===== config.mk =====
export PLATFORM = sky130hd
export DESIGN_NAME = hazard_scoreboard
export DESIGN_NICKNAME = d
export VERILOG_FILES = /design/src/rtl/hazard_pkg.sv /design/src/rtl/hazard_match.sv /design/src/rtl/hazard_scoreboard.sv
export SDC_FILE = /design/constraint.sdc
export NUM_CORES = 1
export LEC_CHECK = 0
export BUFFER_PORTS_ARGS = -buffer_cell sky130_fd_sc_hd__clkbuf_2
export CAP_MARGIN = 20
export CORE_UTILIZATION = 55
export CTS_BUF_LIST = sky130_fd_sc_hd__clkbuf_8
export CTS_CLUSTER_SIZE = 10
export DETAILED_ROUTE_END_ITERATION = 10
export MAX_ROUTING_LAYER = met4
export PLACE_DENSITY = 0.86
export SYNTH_ARGS = -nofsm -noshare
export SYNTH_HDL_FRONTEND = slang
export SYNTH_SLANG_ARGS = --single-unit

===== constraint.sdc =====
create_clock -name clk -period 2.4 [get_ports clk]
set_input_delay 0.24 -clock clk [delete_from_list [all_inputs] [get_ports clk]]
set_output_delay 0.24 -clock clk [all_outputs]
set_load 0.03 [all_outputs]

===== src/rtl/hazard_pkg.sv =====
// Shared types and constants for the MIPS150 hazard/forwarding scoreboard.
package hazard_pkg;

  // Default register-specifier width (32 architectural registers).
  localparam int HZ_REG_W  = 5;

  // Storage width for destination specifiers inside an entry. Wide enough
  // for any REG_W up to 8 so the entry struct can stay non-parameterised.
  localparam int HZ_DEST_W = 8;

  // $0 is hard-wired to zero and is never a forwarding source.
  localparam logic [HZ_DEST_W-1:0] REG_ZERO = '0;

  // One in-flight instruction as seen by the hazard logic.
  typedef struct packed {
    logic                 valid;
    logic [HZ_DEST_W-1:0] dest;
    logic                 we;
    logic                 is_load;
  } sb_entry_t;

endpackage


===== src/rtl/hazard_match.sv =====
// Youngest-producer search for one source operand over the scoreboard.
module hazard_match
  import hazard_pkg::*;
#(
  parameter int NUM   = 2,
  parameter int REG_W = HZ_REG_W,
  parameter int SEL_W = 2
) (
  input  sb_entry_t [NUM-1:0] i_entries,
  input  logic [REG_W-1:0]    i_src,
  input  logic                i_use,
  output logic [SEL_W-1:0]    o_idx,
  output logic                o_hit,
  output logic                o_is_load
);

  logic [HZ_DEST_W-1:0] w_src;

  assign w_src = HZ_DEST_W'(i_src);

  // Scan oldest to youngest so the lowest matching index is the last one written.
  always_comb begin
    o_hit     = 1'b0;
    o_idx     = '0;
    o_is_load = 1'b0;
    if (i_use && (w_src != REG_ZERO)) begin
      for (int k = NUM - 1; k >= 0; k--) begin
        if (i_entries[k].valid && i_entries[k].we && (i_entries[k].dest == w_src)) begin
          o_hit     = 1'b1;
          o_idx     = SEL_W'(k);
          o_is_load = i_entries[k].is_load;
        end
      end
    end
  end

endmodule


===== src/rtl/hazard_scoreboard.sv =====
// Depth-generic, load-latency-aware hazard and forwarding controller.
// Tracks in-flight destinations from EX onward and produces forwarding
// selects, load-use stalls and redirect flushes for the ID stage.
module hazard_scoreboard
  import hazard_pkg::*;
#(
  parameter int DEPTH    = 3,
  parameter int LOAD_LAT = 1,
  parameter int REG_W    = HZ_REG_W,
  parameter int SEL_W    = $clog2(DEPTH)
) (
  input  logic             clk,
  input  logic             reset_n,
  input  logic             id_valid,
  input  logic [REG_W-1:0] id_rs,
  input  logic [REG_W-1:0] id_rt,
  input  logic             id_use_rs,
  input  logic             id_use_rt,
  input  logic [REG_W-1:0] id_dest,
  input  logic             id_we,
  input  logic             id_is_load,
  input  logic             ex_redirect,
  output logic [SEL_W-1:0] fwd_sel_a,
  output logic [SEL_W-1:0] fwd_sel_b,
  output logic             stall,
  output logic             flush,
  output logic [31:0]      stall_cycles
);

  // Only entries 0..DEPTH-2 can ever be a forwarding source. The WB slot is
  // not stored: the register file is write-through, so a producer in WB is
  // already visible to ID and simply drops off the end of the shift register.
  localparam int NUM = DEPTH - 1;

  sb_entry_t [NUM-1:0] r_sb;
  sb_entry_t           w_entry0;
  logic [31:0]         r_stall_cycles;

  logic [SEL_W-1:0] w_idx_a, w_idx_b;
  logic             w_hit_a, w_hit_b;
  logic             w_ld_a, w_ld_b;
  logic             w_hz_a, w_hz_b;
  logic             w_hazard;
  logic             w_kill;

  function automatic logic [31:0] sat_inc32(input logic [31:0] v);
    return (v == 32'hFFFF_FFFF) ? v : v + 32'd1;
  endfunction

  hazard_match #(.NUM(NUM), .REG_W(REG_W), .SEL_W(SEL_W)) u_match_a (
    .i_entries (r_sb),
    .i_src     (id_rs),
    .i_use     (id_use_rs),
    .o_idx     (w_idx_a),
    .o_hit     (w_hit_a),
    .o_is_load (w_ld_a)
  );

  hazard_match #(.NUM(NUM), .REG_W(REG_W), .SEL_W(SEL_W)) u_match_b (
    .i_entries (r_sb),
    .i_src     (id_rt),
    .i_use     (id_use_rt),
    .o_idx     (w_idx_b),
    .o_hit     (w_hit_b),
    .o_is_load (w_ld_b)
  );

  // A load younger than LOAD_LAT stages has no data to forward yet.
  assign w_hz_a   = w_hit_a & w_ld_a & (int'({1'b0, w_idx_a}) < LOAD_LAT);
  assign w_hz_b   = w_hit_b & w_ld_b & (int'({1'b0, w_idx_b}) < LOAD_LAT);
  assign w_hazard = id_valid & (w_hz_a | w_hz_b);

  // A redirect kills the ID instruction, so it overrides any pending stall.
  assign flush  = ex_redirect;
  assign stall  = w_hazard & ~ex_redirect;
  assign w_kill = stall | flush;

  assign fwd_sel_a = (w_hit_a && !w_kill) ? (w_idx_a + SEL_W'(1)) : '0;
  assign fwd_sel_b = (w_hit_b && !w_kill) ? (w_idx_b + SEL_W'(1)) : '0;

  assign stall_cycles = r_stall_cycles;

  // Build the entry entering EX: a bubble when ID is stalled or killed.
  always_comb begin
    w_entry0 = '0;
    if (!w_kill) begin
      w_entry0.valid   = id_valid;
      w_entry0.dest    = HZ_DEST_W'(id_dest);
      w_entry0.we      = id_we & (HZ_DEST_W'(id_dest) != REG_ZERO);
      w_entry0.is_load = id_is_load;
    end
  end

  // Advance the scoreboard every cycle; reset only clears the valid bits.
  always_ff @(posedge clk or negedge reset_n) begin
    if (!reset_n) begin
      for (int k = 0; k < NUM; k++) begin
        r_sb[k].valid <= 1'b0;
      end
    end else begin
      r_sb[0] <= w_entry0;
      for (int k = 1; k < NUM; k++) begin
        r_sb[k] <= r_sb[k-1];
      end
    end
  end

  // Saturating count of stalled cycles.
  always_ff @(posedge clk or negedge reset_n) begin
    if (!reset_n) begin
      r_stall_cycles <= '0;
    end else if (stall) begin
      r_stall_cycles <= sat_inc32(r_stall_cycles);
    end
  end

endmodule


==> impl_results.md <==
* DP Area at 2770 um^2
* Antenna Cells at 0
* Post-synthesis adder-cell area fraction at 0.527%
* Vias post-DR at 1,818
* CP Capture Type: output port
* Critical R2R Capture: stall_cycles[1]
* Switching share of power at 23.2%
* Yosys top cell area share at 35.8%
* Fin. max-slew vios at 0
* Critical R2R Launch: r_sb[4]
* Fin. Hold Viols at 0
* Tcrit/Tclk final at 95.3%
* Synth Instances at 211
* Die Ht at 67.7 um
* Die footprint at 4580 um^2
* XOR/XNOR Fraction of Synth Area at 18.8%
* Max Used Layer: met4
* Post-synth cell types at 32
* Tot GR Track Use at 24.7%
* Register area share after synthesis at 52.3%
* H-tree levels at 2
* Critical path launch point type: flop
* Prevailing post-synth register cell: dfrtp_1
* Synth top area cells: dfrtp_1 36%, edfxtp_1 16%, xnor2_1 11%
* Met1 WL at 2200 um
* CP required at 2.16 ns
* Finish-stage setup viols at 0
* Worst slew margin at 53.6%
* Mean routed wirelength per cell at 14.7 um
* Nets@finish at 305
* Router iterations before antenna repair at 4
* Fmax at 437 MHz
* Clock Skew at 0.00529 ns
* Commonest non-fill, non-tap cell in the layout: clkbuf_2
* Most frequent cells in the layout: 60 x clkbuf_2, 34 x dfrtp_1, 31 x xnor2_1, 20 x xor2_1, 17 x nand4_1
* Met3 wire len at 243 um
* RSZ-0062 raised after global routing: no
* Routability cong. at 0.900
* Synthesized area per cell at 11.3 um^2
* Clk buf depth at 2
* Setup TNS at 0 ns
* Pint at 1.09 mW
* Net Sw Power at 0.329 mW
* Grt total ovfl at 0
* HP Start: id_valid
* Worst-Margin Slew at 0.696 ns
* WHS Path Cells at 2
* Detailed Route WL at 4900 um
* Post-CTS Setup Bufs at 0
* Combinational fraction of design power at 7.5%
* Clock latency on the worst-skew pair at 0.30 ns
* Synthesized area at 2370 um^2
* Via/cell ratio at 5.48
* Arrival @ worst endpoint at 2.05 ns
* Cells after DPL at 323
* Clk sinks at 47
* Final Critical Period at 2.29 ns
* Fillers at 304
* Crit Path Category: flop to output port
* R2R Setup Slk at 0.21 ns
* Leading area contributor after synthesis: dfrtp_1
* EDFF count, synth at 13
* Port bufs at 60
* Root buf cell: clkbuf_8
* ANT nets after route at 0
* Synthesized flop and latch total at 47
* CTS clk-pin slew, worst paths at 0.08 ns
* Leakage Power at 1.28 nW
* Hold EP: r_sb[10]
* R2R depth at 7
* Share of cells above drive strength 1 at 29.1%
* Number of global-route vias before repair at 1,735
* Largest family of logic cells by synthesized area: simple AND/OR/NAND/NOR gates
* Global-route wire length before repair at 7910 um
* Largest net degree at the start of global routing at 30
* Status: finished clean
* Synth async-reset ratio at 72.3%
* Met2 wire len at 2370 um
* Non-Filler Instances at 332
* Area grow syn2layout at 20.8%
* Mux contribution to synthesized area at 0.474%
* Design area at 2870 um^2
* Worst-path maximum fanout at 5
* Iteration-0 DRC Markers at 84
* # DRC at 0
* Worst VDD drop at 329 uV
* MaxCap Viol Count at 0
* Hold Crit Class: primary input to flop
* CTS tree: done
* Clk pwr share at 31.6%
* Power Density at 494 nW/um^2
* Num CTS Buffers at 5
* Row Count at 23
* Syn_nets at 235
* Post-DP HPWL at 3700 um
* Seq pwr share at 60.9%
* Synth Area in Simple Gates at 23.7%
* Starting Density at 58.1%
* Synth Area in Compound Gates at 2.69%
* Synthesis warning total at 0
* Core Area at 4090 um^2
* Initial antenna violation count at 0
* Die width at 67.7 um
* Ports at 61
==> what timing repair did <==
action | CTS | global route
resized for setup | 0 | 2
setup endpoints to repair | 0 | 5
hold buffers | 1 | 0
hold endpoints to repair | 15 | 0
==> worst max path at each step <==
stage	from	slack, ns	end	cells past startpoint
after global placement	id_rs[0]	0.25	fwd_sel_a[1]	8
after floorplan	id_rs[0]	-0.05	fwd_sel_a[1]	6
after CTS	r_sb[5]	0.06	stall	5
after detailed placement	id_rs[0]	0.20	fwd_sel_a[1]	8
final	r_sb[5]	0.11	fwd_sel_b[1]	7
after global routing	r_sb[5]	0.02	fwd_sel_a[1]	7
==> per-stage QoR <==
step	worst slack [ns]	power, mW	utilization [%]	hold WS [ns]
global placement	0.246	0.981	67.7	0.305
detailed placement	0.195	0.984	67.7	0.310
global route	0.0159	1.47	70.2	0.170
floorplan	-0.0452	0.926	-	-0.0556
CTS	0.0629	1.43	70.0	0.158
finish	0.112	1.42	70.2	0.166
==> layer usage <==
layer	track usage (%)	up-vias
li1	-	892
met1	31.5	875
met2	37.5	43
met3	6.42	8
met4	9.31	0
met5	-	-
==> kinds of logic after synthesis <==
family,Yosys count
AO/OA/AOI/OAI,8
XOR/XNOR,51
adder cells (fa/ha/maj),1
buffers and inverters,5
flip-flops,47
multiplexers,1
AND/OR/NAND/NOR,98
==> synth_stat cells (all sizes together) (2+ instances only) <==
cell type and number:
o21ai 3, edfxtp 13, nand2 15, or4 3, and2 9, buf 3, nor3 5, or2 4
and3 11, clkbuf 2, nand4 17, xor2 20, nand3 14, nor2b 2, nor2 9, dfrtp 34
and4 2, nor4 4, o21a 2, xnor2 31
==> worst max-delay path: stages (launching register included) <==
cell,delay [ns]
edfxtp_1,0.47
xor2_1,0.20
nor4_2,0.31
nand3_1,0.14
a21oi_1,0.20
or2_4,0.18
nor3_1,0.05
clkbuf_2,0.19
==> flip-flops by register name, indices dropped and copies added (netlist names) <==
name / count
stall_cycles: 32
r_sb: 15
==> power by group through the flow <==
stage / logic [mW] / clock network [mW] / registers [mW]
global route: 0.121 / 0.489 / 0.864
floorplan: 0.0512 / 0 / 0.875
finish: 0.107 / 0.447 / 0.862
CTS: 0.107 / 0.457 / 0.862
global placement: 0.103 / 0 / 0.878
detailed placement: 0.105 / 0 / 0.879
==> cell type report <==
cell class / instances / area, um^2 / area share [%]
clock buffers: 5 / 68.8 / 2.40
clock inverters: 3 / 15.0 / 0.523
multi-input cells: 159 / 1110 / 38.6
flip-flops and latches: 47 / 1240 / 43.3
well taps: 50 / 62.6 / 2.18
repair buffers: 68 / 375 / 13.1
(Power assumes the default switching activity.)
